--- config.mk ---
export PLATFORM = sky130hd
export DESIGN_NAME = victim_buffer
export DESIGN_NICKNAME = d
export VERILOG_FILES = /design/src/rtl/victim_pkg.sv /design/src/rtl/vc_slot_select.sv /design/src/rtl/victim_buffer.sv
export SDC_FILE = /design/constraint.sdc
export NUM_CORES = 1
export LEC_CHECK = 0
export BUFFER_PORTS_ARGS = -buffer_cell sky130_fd_sc_hd__buf_2
export CAP_MARGIN = 20
export CELL_PAD_IN_SITES_DETAIL_PLACEMENT = 1
export CELL_PAD_IN_SITES_GLOBAL_PLACEMENT = 1
export CORE_MARGIN = 2
export CORE_UTILIZATION = 48
export CTS_BUF_LIST = sky130_fd_sc_hd__clkbuf_8
export DETAILED_ROUTE_END_ITERATION = 16
export PLACE_DENSITY = 0.81
export SLEW_MARGIN = 10
export SYNTH_ARGS = -nofsm -noshare
export SYNTH_HDL_FRONTEND = slang
export SYNTH_SLANG_ARGS = --single-unit
--- constraint.sdc ---
create_clock -name clk -period 15.6 [get_ports clk]
set_input_delay 0.78 -clock clk [delete_from_list [all_inputs] [get_ports clk]]
set_output_delay 0.78 -clock clk [all_outputs]
set_load 0.05 [all_outputs]
--- src/rtl/victim_pkg.sv ---
// victim_pkg: shared types and constants for the L1 victim buffer.
//   - default geometry constants used as parameter defaults
//   - slot-select case codes returned by vc_slot_select
//   - vc_entry_t: one buffer entry at the default geometry
//   - vc_wb_state_e: writeback FSM states
package victim_pkg;

    localparam int unsigned VC_ENTRIES_DEF = 4;
    localparam int unsigned LINE_WIDTH_DEF = 128;
    localparam int unsigned TAG_BITS_DEF   = 23;

    // Insert slot-selection cases, in priority order.
    localparam logic [1:0] SEL_MATCH  = 2'd1;  // valid entry with the same tag
    localparam logic [1:0] SEL_FREE   = 2'd2;  // lowest-index invalid entry
    localparam logic [1:0] SEL_VICTIM = 2'd3;  // entry at the replacement pointer

    typedef struct packed {
        logic                      valid;
        logic                      dirty;
        logic [TAG_BITS_DEF-1:0]   tag;
        logic [LINE_WIDTH_DEF-1:0] data;
    } vc_entry_t;

    typedef enum logic {
        IDLE    = 1'b0,
        WB_PEND = 1'b1
    } vc_wb_state_e;

endpackage

--- src/rtl/vc_slot_select.sv ---
// vc_slot_select: combinational insert-slot chooser for the victim buffer.
// Ports:
//   valid_i  per-entry valid bits
//   match_i  per-entry tag match against the insert tag (valid entries only)
//   ptr_i    round-robin replacement pointer
//   idx_o    chosen entry index
//   sel_o    which rule chose it (SEL_MATCH / SEL_FREE / SEL_VICTIM)
module vc_slot_select
    import victim_pkg::*;
#(
    parameter int unsigned N  = VC_ENTRIES_DEF,
    parameter int unsigned IW = $clog2(N)
) (
    input  logic [N-1:0]  valid_i,
    input  logic [N-1:0]  match_i,
    input  logic [IW-1:0] ptr_i,
    output logic [IW-1:0] idx_o,
    output logic [1:0]    sel_o
);

    always_comb begin
        idx_o = ptr_i;
        sel_o = SEL_VICTIM;
        // Scan downwards so the lowest free index is the last one kept.
        for (int i = N - 1; i >= 0; i--) begin
            if (!valid_i[i]) begin
                idx_o = IW'(i);
                sel_o = SEL_FREE;
            end
        end
        // A tag match outranks a free slot; at most one entry can match.
        for (int i = N - 1; i >= 0; i--) begin
            if (match_i[i]) begin
                idx_o = IW'(i);
                sel_o = SEL_MATCH;
            end
        end
    end

endmodule

--- src/rtl/victim_buffer.sv ---
// victim_buffer: fully-associative buffer of lines evicted from the L1.
// A lookup hit returns the line to the L1 and frees the entry. Dirty lines
// pushed out by round-robin replacement leave through the writeback port.
// Ports:
//   clk, rst                      clock, synchronous active-high reset
//   lookup_req_i/lookup_tag_i     lookup request (one per cycle allowed)
//   lookup_rsp_o/hit/data/dirty   registered response, one cycle later
//   insert_valid_i/insert_ready_o evicted line offered by the L1
//   insert_tag_i/data/dirty       evicted line contents
//   wb_valid_o/wb_ready_i         dirty line handed to memory
//   wb_tag_o/wb_data_o            writeback line, stable while wb_valid_o
// Handshakes: a transfer happens on the rising edge where valid and ready
// are both high; the sender holds its payload stable until then, and the
// ready side never depends combinationally on the valid side.
module victim_buffer
    import victim_pkg::*;
#(
    parameter int unsigned VC_ENTRIES = VC_ENTRIES_DEF,
    parameter int unsigned LINE_WIDTH = LINE_WIDTH_DEF,
    parameter int unsigned TAG_BITS   = TAG_BITS_DEF
) (
    input  logic                  clk,
    input  logic                  rst,
    input  logic                  lookup_req_i,
    input  logic [TAG_BITS-1:0]   lookup_tag_i,
    output logic                  lookup_rsp_o,
    output logic                  lookup_hit_o,
    output logic [LINE_WIDTH-1:0] lookup_data_o,
    output logic                  lookup_dirty_o,
    input  logic                  insert_valid_i,
    output logic                  insert_ready_o,
    input  logic [TAG_BITS-1:0]   insert_tag_i,
    input  logic [LINE_WIDTH-1:0] insert_data_i,
    input  logic                  insert_dirty_i,
    output logic                  wb_valid_o,
    input  logic                  wb_ready_i,
    output logic [TAG_BITS-1:0]   wb_tag_o,
    output logic [LINE_WIDTH-1:0] wb_data_o
);

    localparam int unsigned IW = $clog2(VC_ENTRIES);

    logic [VC_ENTRIES-1:0] valid_q, valid_d, dirty_q, dirty_d;
    logic [TAG_BITS-1:0]   tag_q  [VC_ENTRIES];
    logic [LINE_WIDTH-1:0] line_q [VC_ENTRIES];
    logic [IW-1:0]         ptr_q, ptr_d;

    logic                  rsp_q, hit_q, rsp_dirty_q;
    logic [LINE_WIDTH-1:0] rsp_data_q;

    vc_wb_state_e          wb_state_q;
    logic                  wb_valid_q, ins_ready_q;
    logic [TAG_BITS-1:0]   wb_tag_q;
    logic [LINE_WIDTH-1:0] wb_data_q;

    logic [VC_ENTRIES-1:0] lk_match, ins_match;
    logic                  lk_hit;
    logic [IW-1:0]         lk_idx, sel_idx;
    logic [1:0]            sel_case;
    logic                  ins_accept, start_wb;

    // Tag compares against valid entries only, so stale tags never hit.
    always_comb begin
        lk_idx = '0;
        for (int i = 0; i < VC_ENTRIES; i++) begin
            lk_match[i]  = valid_q[i] && (tag_q[i] == lookup_tag_i);
            ins_match[i] = valid_q[i] && (tag_q[i] == insert_tag_i);
            if (lk_match[i]) lk_idx = IW'(i);
        end
        lk_hit = lookup_req_i && (|lk_match);
    end

    vc_slot_select #(
        .N  (VC_ENTRIES),
        .IW (IW)
    ) u_slot_select (
        .valid_i (valid_q),
        .match_i (ins_match),
        .ptr_i   (ptr_q),
        .idx_o   (sel_idx),
        .sel_o   (sel_case)
    );

    assign ins_accept = insert_valid_i && ins_ready_q;
    // A victim that the same-cycle lookup is already returning to the L1 is
    // not written back: the L1 owns that line now.
    assign start_wb   = ins_accept && (sel_case == SEL_VICTIM) && dirty_q[sel_idx]
                        && !(lk_hit && (lk_idx == sel_idx));

    always_comb begin
        valid_d = valid_q;
        dirty_d = dirty_q;
        ptr_d   = ptr_q;
        if (lk_hit) valid_d[lk_idx] = 1'b0;
        // The insert is applied after the lookup clear so a slot that is both
        // hit and reused ends up holding the new line.
        if (ins_accept) begin
            valid_d[sel_idx] = 1'b1;
            dirty_d[sel_idx] = (sel_case == SEL_MATCH) ? (dirty_q[sel_idx] | insert_dirty_i)
                                                        : insert_dirty_i;
            if (sel_case == SEL_VICTIM) ptr_d = ptr_q + IW'(1);
        end
    end

    always_ff @(posedge clk) begin
        if (rst) begin
            valid_q <= '0;
            dirty_q <= '0;
            ptr_q   <= '0;
        end else begin
            valid_q <= valid_d;
            dirty_q <= dirty_d;
            ptr_q   <= ptr_d;
        end
    end

    // Tag and line storage carry no reset; valid_q gates every use.
    always_ff @(posedge clk) begin
        if (ins_accept) begin
            tag_q[sel_idx]  <= insert_tag_i;
            line_q[sel_idx] <= insert_data_i;
        end
    end

    always_ff @(posedge clk) begin
        if (rst) begin
            rsp_q       <= 1'b0;
            hit_q       <= 1'b0;
            rsp_dirty_q <= 1'b0;
            rsp_data_q  <= '0;
        end else begin
            rsp_q       <= lookup_req_i;
            hit_q       <= lk_hit;
            rsp_dirty_q <= lk_hit && dirty_q[lk_idx];
            rsp_data_q  <= lk_hit ? line_q[lk_idx] : '0;
        end
    end

    // Writeback FSM. insert_ready_o is a register so wb_ready_i never
    // reaches it combinationally; it reads 0 in the first cycle after reset.
    always_ff @(posedge clk) begin
        if (rst) begin
            wb_state_q  <= IDLE;
            wb_valid_q  <= 1'b0;
            ins_ready_q <= 1'b0;
            wb_tag_q    <= '0;
            wb_data_q   <= '0;
        end else begin
            case (wb_state_q)
                IDLE: begin
                    if (start_wb) begin
                        wb_state_q  <= WB_PEND;
                        wb_valid_q  <= 1'b1;
                        ins_ready_q <= 1'b0;
                        wb_tag_q    <= tag_q[sel_idx];
                        wb_data_q   <= line_q[sel_idx];
                    end else begin
                        wb_valid_q  <= 1'b0;
                        ins_ready_q <= 1'b1;
                    end
                end
                WB_PEND: begin
                    if (wb_ready_i) begin
                        wb_state_q  <= IDLE;
                        wb_valid_q  <= 1'b0;
                        ins_ready_q <= 1'b1;
                    end
                end
                default: wb_state_q <= IDLE;
            endcase
        end
    end

    assign lookup_rsp_o   = rsp_q;
    assign lookup_hit_o   = hit_q;
    assign lookup_data_o  = rsp_data_q;
    assign lookup_dirty_o = rsp_dirty_q;
    assign insert_ready_o = ins_ready_q;
    assign wb_valid_o     = wb_valid_q;
    assign wb_tag_o       = wb_tag_q;
    assign wb_data_o      = wb_data_q;

endmodule

==> results of run 1 <==
-- sequential cells by signal, summed over array words and instances (netlist names) --
name,count
line_q,512
lookup_data_o,128
wb_data_o,128
tag_q,92
wb_tag_o,23
dirty_q,4
valid_q,4
ptr_q,2
insert_ready_o,1
lookup_dirty_o,1
lookup_hit_o,1
lookup_rsp_o,1
wb_state_q,1
wb_valid_o,1
-- worst min path at each step --
| stage | from | end | slack, ns | depth (start not counted) |
|---|---|---|---|---|
| 6_report | insert_data_i[45] | line_q[3][45] | 0.17 | 1 |
| 5_1_grt | insert_data_i[56] | line_q[0][56] | 0.14 | 1 |
| 4_1_cts | insert_data_i[38] | line_q[3][38] | 0.11 | 1 |
| 3_5_place_dp | wb_tag_o[19] | wb_tag_o[19] | 0.46 | 1 |
| 3_3_place_gp | wb_tag_o[2] | wb_tag_o[2] | 0.45 | 1 |
| 2_1_floorplan | dirty_q[3] | lookup_dirty_o | 0.45 | 2 |
-- per-layer routing --
layer / global-route usage, % / up-vias / wire, um
li1: - / 13307 / -
met1: 39.6 / 15296 / 52700
met2: 52.8 / 1324 / 64800
met3: 7.25 / 284 / 10600
met4: 13.8 / 26 / 4090
met5: 0 / - / 177
-- power breakdown --
group / total [mW] / internal [mW] / switching, mW
Clock: 2.14 / 1.13 / 1.01
Sequential: 2.59 / 2.57 / 0.0171
Combinational: 0.215 / 0.0654 / 0.149
Total: 4.95 / 3.77 / 1.18
-- cells by family after synthesis --
group / Yosys count / share of synthesized area, %
and+or+nand+nor: 1297 / 15.2
AOI/OAI and AO/OA: 687 / 12.7
xor gates and xnor gates: 186 / 4.27
buffers and inverters: 291 / 2.96
DFF: 899 / 63.0
muxes: 70 / 1.91
-- final cells by class --
type / instances / area [um^2]
Inverter: 7 / 41.3
Sequential cell: 899 / 24000
Multi-Input combinational cell: 2240 / 13100
Clock inverter: 102 / 618
Clock buffer: 181 / 2490
Timing Repair Buffer: 508 / 2710
Tap cell: 1050 / 1310
Antenna cell: 15 / 37.5
Fill cell: 8507 / 34500
-- cells in the mapped netlist, types with 3 or more instances --
cell and number:
o21ai_0 5, xnor2_1 87, nand3_1 264, edfxtp_1 604, mux2i_1 47, nand2b_1 3
a31o_1 23, a41o_1 128, clkbuf_1 245, nor4_1 51, nor3_1 12, nand4_1 28
o211a_1 128, nand2_1 526, nor2_1 271, inv_1 7, a21oi_1 392, dfxtp_1 295
or3_1 3, mux2_2 23, and3_1 129, buf_1 8, buf_2 31, xor2_1 99
-- critical path: cells and delay by family, from the launching register on --
family | cells | cell delay, ns
simple gates | 7 | 3.65
buf+inv | 2 | 1.72
compound gates | 2 | 0.54
flops | 1 | 0.47
xor+xnor | 1 | 0.19
-- metrics by stage --
stage | hold slack (ns) | area, um^2
floorplan | 0.447 | 38200
global placement | 0.453 | 41200
detailed placement | 0.463 | 41200
CTS | 0.106 | 44300
global route | 0.141 | 44400
finish | 0.172 | 44400
==> impl_results.md, run 1 <==
* Layout cells sized above 1 at roughly a fifth
* Setup Buffers After CTS at 0
* VDD IR-drop max at 0.0000824 V
* Kind of critical path: flop to flop
* Wire per inst at 26.5 um
* Slew Limit Headroom at 17.5%
* Root Buffer: clkbuf_8
* Via-per-instance ratio at 6.04
* End-of-flow core utilization at between 50% and 60%
* Tmin final at about 6.7 ns
* Required @ worst endpoint at between 15 and 20 ns
* Synthesized Nets at between 3,000 and 4,000
* Startpoint Class: flop
* Initial core utilization at about half
* DP Wirelength at 75,900 um
* Overflow after GRT at 0
* Avg Inst Size Synth at ~11 um^2
* Ranking of synthesized cells by area: edfxtp_1, dfxtp_1, nand2_1
* Outcome: finished, final reports clean
* Post_cts resized at 0
* Asr flop ratio synth at 0%
* Clock Pin Slew Worst Setup and Hold Paths at about 0.06 ns
* Commonest cells after routing, fill and taps aside: edfxtp_1, nand2_1, buf_2
* CP Cell Sequence: xor2_1 > nor4_1 > nand4_1 > nor3_1 > nor2_1 > nand2_4 > a221oi_1 > or4b_4 > nor2_4 > buf_4 > buf_4 > a41o_1
* Nets at ~4,000
* # hold bufs at CTS at 0
* Area leader, netlist: edfxtp_1
* Antenna violations before repair at 27
* Fin cells at ~5,000
* Routed Antenna Nets at 0
* # DRC at 0
* CTS Buf Count at approximately 150
* Cell Rows at just over 100
* Number of distinct library cells after synthesis at 43
* RSZ-0062 raised after global routing: no
* Crit-path most repeated cell: buf_4
* GPL Wtd Cong at between 0.9 and 1
* FF-to-FF Start: tag_q[0][14]
* CP arrival at 7.44 ns
* Tightest Pin Transition at around 1.2 ns
* Setup Skew at approximately 0.052 ns
* GR Util All Layers at a little under a third
* Router iterations before antenna repair at 5
* Post-Place Setup Slack at 8.53 ns
* Initial DRC Count at around 2,300
* First-pass GRT wire length at around 200,000 um
* Top_reg_cell synth: edfxtp_1
* Crit-path max FO at 59
* Die footprint at approximately 82,000 um^2
* Most common cell after layout, fill and taps aside: edfxtp_1
* Slew Viols, Final at 0
* CTS tree: built
* Achievable Freq at between 100 and 150 MHz
* Final WS setup at slightly below 9 ns
* Yosys reg bits at about 900
* CTS HTree Levels at 4
* Synth warn at 0
* Pwr Total at around 4.9 mW
* Hold crit path type: input pin to flop
* Clock Path Buffers at 3
* R2r worst-path depth at 12
* Die Wd at between 200 and 300 um
* Mapped Cells at about 3,400
* Port bufs at approximately 460
* Reg2reg setup slack at approximately 8.9 ns
* Leakage Power at approximately 20 nW
* Core area at ~79,000 um^2
* Placed cell count at around 4,700
* CP max-delay cell: buf_4
* Mapped cell area at roughly 38,000 um^2
* CP endpoint kind: flop
* Synth top area share at a little under half
* Worst Setup SP: tag_q[0][14]
* Synth-to-layout area growth at 16.2%
* Largest stage delay, worst path at a little under 0.9 ns
* Post-synthesis sequential area ratio at a little over three fifths
* Final hold violation count at 0
* Max-Cap Viols at 0
* Final period utilization at 43.0%
* Sink Count at about 900
* Later-pin clock latency in the skew report at a little over 0.8 ns
* Via count at between 30,000 and 40,000
* Die Ht at 286 um
* R2r endpoint: wb_data_o[77]
* Final WL at ~130,000 um
* Number of global-route vias before repair at between 30,000 and 40,000
* Pin count of the biggest net entering global routing at roughly 150
* # setup viols final at 0
* P per Cell Area at about 110 nW/um^2
* Post-synth EDFFs at around 600
* Crit path to: wb_data_o[77]
* # IOs at 464
* Total Neg Setup Slack at 0 ns
Note: power is estimated with default switching activity, not from simulation.
==> run 2: changes to the inputs <==
--- a/config.mk
+++ b/config.mk
@@ -10,10 +10,10 @@
 export CELL_PAD_IN_SITES_DETAIL_PLACEMENT = 1
 export CELL_PAD_IN_SITES_GLOBAL_PLACEMENT = 1
 export CORE_MARGIN = 2
-export CORE_UTILIZATION = 48
+export CORE_UTILIZATION = 43
 export CTS_BUF_LIST = sky130_fd_sc_hd__clkbuf_8
 export DETAILED_ROUTE_END_ITERATION = 16
-export PLACE_DENSITY = 0.81
+export PLACE_DENSITY = 0.77
 export SLEW_MARGIN = 10
 export SYNTH_ARGS = -nofsm -noshare
 export SYNTH_HDL_FRONTEND = slang
==> constraint.sdc (replaced) <==
create_clock -name clk -period 5.4 [get_ports clk]
set_input_delay 0.27 -clock clk [delete_from_list [all_inputs] [get_ports clk]]
set_output_delay 0.27 -clock clk [all_outputs]
set_load 0.05 [all_outputs]
==> run 2 against run 1 <==
  * Power rose to 2.9 times the previous value
  * Clock-buffer cell count rose by 1
  * Clock power rose to 2.8 times the previous value
  * Via count rose by 2.9%
  * Worst setup slack got worse by 8.6 ns
  * Hold slack improved by 0.013 ns
  * Sequential share of layout area fell by 2.2 points
  * Combinational power rose to 3.5 times the previous value
  * Largest power group unchanged
==> impl_results.md, run 2 (synthesis results as in run 1) <==
* First-pass GRT wire length at 203,000 um (+3.2%)
* GPL Wtd Cong at 0.968 (+3.2%)
* Crit-path most repeated cell: buf_4
* Grt met2 use at 48.5% (-4.3 points)
* Crit path max-delay family: simple AND/OR/NAND/NOR gates
* Initial DRC Count at 2,431 (+4.1%)
* Sink Count at 899 (unchanged)
* Multi-input gate area at 13,100 um^2 (+0.37%)
* Overflow after GRT at 0 (unchanged)
* CP Cell Sequence: xor2_1 > nor4_1 > nand4_1 > nor3_2 > nor2_1 > nand2_4 > a221oi_1 > or4b_4 > buf_4 > or2_1 > buf_4 > a21oi_1 > dlygate4sd3_1
* Fillers at 9,536 (+12%)
* Reg area at 24,000 um^2 (unchanged)
* Placed cell count at 4,825 (+2.6%)
* Outcome: finished, final reports clean
* Met1 Use GR at 37.5% (-2.1 points)
* Most common cell after layout, fill and taps aside: edfxtp_1
* Routed Antenna Nets at 0 (unchanged)
* CTS Buf Count at 154 (+2.0%)
* P per Cell Area at 309 nW/um^2 (+180%)
* Cell Rows at 109 (+5.8%)
* Clock Path Buffers at 3 (unchanged)
* Final hold violation count at 0 (unchanged)
* Setup Skew at 0.0607 ns (+0.00892 ns)
* Hold crit path type: input pin to flop
* Pwr Total at 14.3 mW (+190%)
* CTS tree: built
* Final WS setup at 0.287 ns (-8.60 ns)
* Slew Limit Headroom at 20.9% (+3.4 points)
* End-of-flow core utilization at 52.4% (-3.8 points)
* Nets at 4,154 (+4.2%)
* CTS HTree Levels at 4 (unchanged)
* Max-Cap Viols at 0 (unchanged)
* Port bufs at 463 (unchanged)
* Achievable Freq at 196 MHz (+31%)
* Number of global-route vias before repair at 32,631 (+2.5%)
* Kind of critical path: flop to flop
* RSZ-0062 raised after global routing: no
* Max reg flops at 512 (unchanged)
* Wire per inst at 25.8 um (-2.7%)
* Final WL at 136,000 um (+2.6%)
* Slew Viols, Final at 0 (unchanged)
* Clock Pin Slew Worst Setup and Hold Paths at 0.06 ns (about the same)
* Setup Buffers After CTS at 0 (unchanged)
* Die footprint at 91,200 um^2 (+11%)
* Core area at 88,200 um^2 (+12%)
* Pin count of the biggest net entering global routing at 154 (+0.65%)
* CP max-delay cell: or4b_4
* Via count at 31,125 (+2.9%)
* # DRC at 0 (unchanged)
* Commonest cells after routing, fill and taps aside: edfxtp_1, nand2_1, buf_2
* CP arrival at 5.87 ns (-1.57 ns)
* Root Buffer: clkbuf_8
* Buf/Inv on CP at 3 (+1)
* Routing usage on met3 at 6.47% (-0.78 points)
* # IOs at 464 (unchanged)
* Initial core utilization at 43.3% (-5.1 points)
* Largest stage delay, worst path at 0.73 ns (-0.15 ns)
* # setup viols final at 0 (unchanged)
* Die Ht at 302 um (+5.6%)
* Biggest register: line_q
* Router iterations before antenna repair at 5 (unchanged)
* Tmin final at 5.11 ns (-1.60 ns)
* Via-per-instance ratio at 5.90 (-2.4%)
* Required @ worst endpoint at 6.16 ns (-10.17 ns)
* Final period utilization at 94.7% (+52 points)
* Tightest Pin Transition at 1.19 ns (-0.0510 ns)
* GR Util All Layers at 29.5% (-2.2 points)
* Die Wd at 302 um (+5.6%)
* Fin cells at 5,274 (+5.4%)
* CP endpoint kind: flop
* Layout cells sized above 1 at 18.8% (-0.55 points)
* DP Wirelength at 75,800 um (about the same)
* Synth-to-layout area growth at 21.1%
* Later-pin clock latency in the skew report at 0.85 ns (+0.03 ns)
* VDD IR-drop max at 0.000251 V (+200%)
* Crit-path max FO at 34 (-42%)
* Startpoint Class: flop
* Top Usage Layer GRT: met2
* Post-Place Setup Slack at 0.924 ns (-7.61 ns)
* Leakage Power at 20.5 nW (+3.6%)
* Antenna violations before repair at 13 (-52%)
## run 2: cell count changes in the layout (fill, tap and decap cells not counted), moves of 3 or more
| cell | before | now |
|---|---|---|
| dlygate4sd3_1 | 0 | 157 |
| buf_12 | 3 | 17 |
| buf_4 | 41 | 34 |
| diode_2 | 15 | 8 |
| inv_1 | 63 | 70 |
| clkinv_1 | 14 | 10 |
| clkinvlp_4 | 2 | 5 |
| inv_12 | 4 | 1 |
| nor3_4 | 0 | 3 |
## run 2: worst reg2reg max path, cell delays in order (launching register included)
cell and delay [ns]:
edfxtp_1 0.51, xor2_1 0.20, nor4_1 0.54, nand4_1 0.29
nor3_2 0.44, nor2_1 0.23, nand2_4 0.24, a221oi_1 0.15
or4b_4 0.73, buf_4 0.37, or2_1 0.30, buf_4 0.24
a21oi_1 0.21, dlygate4sd3_1 0.58
## run 2: worst paths after layout
check | to | cells past startpoint | slack [ns] | startpoint
max | wb_valid_o | 13 | 0.29 | tag_q[0][9]
min | line_q[1][100] | 2 | 0.19 | insert_data_i[100]
max reg2reg | wb_valid_o | 13 | 0.29 | tag_q[0][9]
min reg2reg | wb_tag_o[16] | 1 | 0.48 | wb_tag_o[16]
## run 2: per-stage QoR
step	area (um^2)	setup TNS, ns	hold WS, ns
after floorplan	38300	-210.34	0.369
after global placement	41600	0	0.458
after detailed placement	41600	0	0.465
after CTS	46200	0	0.0913
after global routing	46200	0	0.129
final	46200	0	0.185
## run 2: power by group
part | switching, mW | internal, mW | leakage [nW] | total [mW]
sequential | 0.0467 | 7.43 | 7.86 | 7.48
combinational | 0.473 | 0.269 | 10.8 | 0.742
clock | 2.87 | 3.17 | 1.79 | 6.04
total | 3.39 | 10.9 | 20.5 | 14.3
## run 2: metal layers
| metal | vias to the layer above | part of all wire, % | wire, um |
|---|---|---|---|
| li1 | 13632 | - | - |
| met1 | 15746 | 41 | 55300 |
| met2 | 1407 | 48 | 65500 |
| met3 | 328 | 7.5 | 10200 |
| met4 | 12 | 3.6 | 4860 |
| met5 | - | 0.051 | 70 |
## run 2: timing repair
item                      CTS  global route
gates resized for setup     0             0
hold buffers              157             0
hold endpoints to repair  618             0
## run 2: layout make-up
cell class / count / area share, %
sequential: 899 / 52.0
clock inverter: 101 / 1.11
clock buffer: 182 / 5.42
inverter: 7 / 0.0866
multi-input combinational: 2240 / 28.4
tap: 1165 / 3.15
timing repair buffer: 672 / 9.76
antenna: 8 / 0.0433
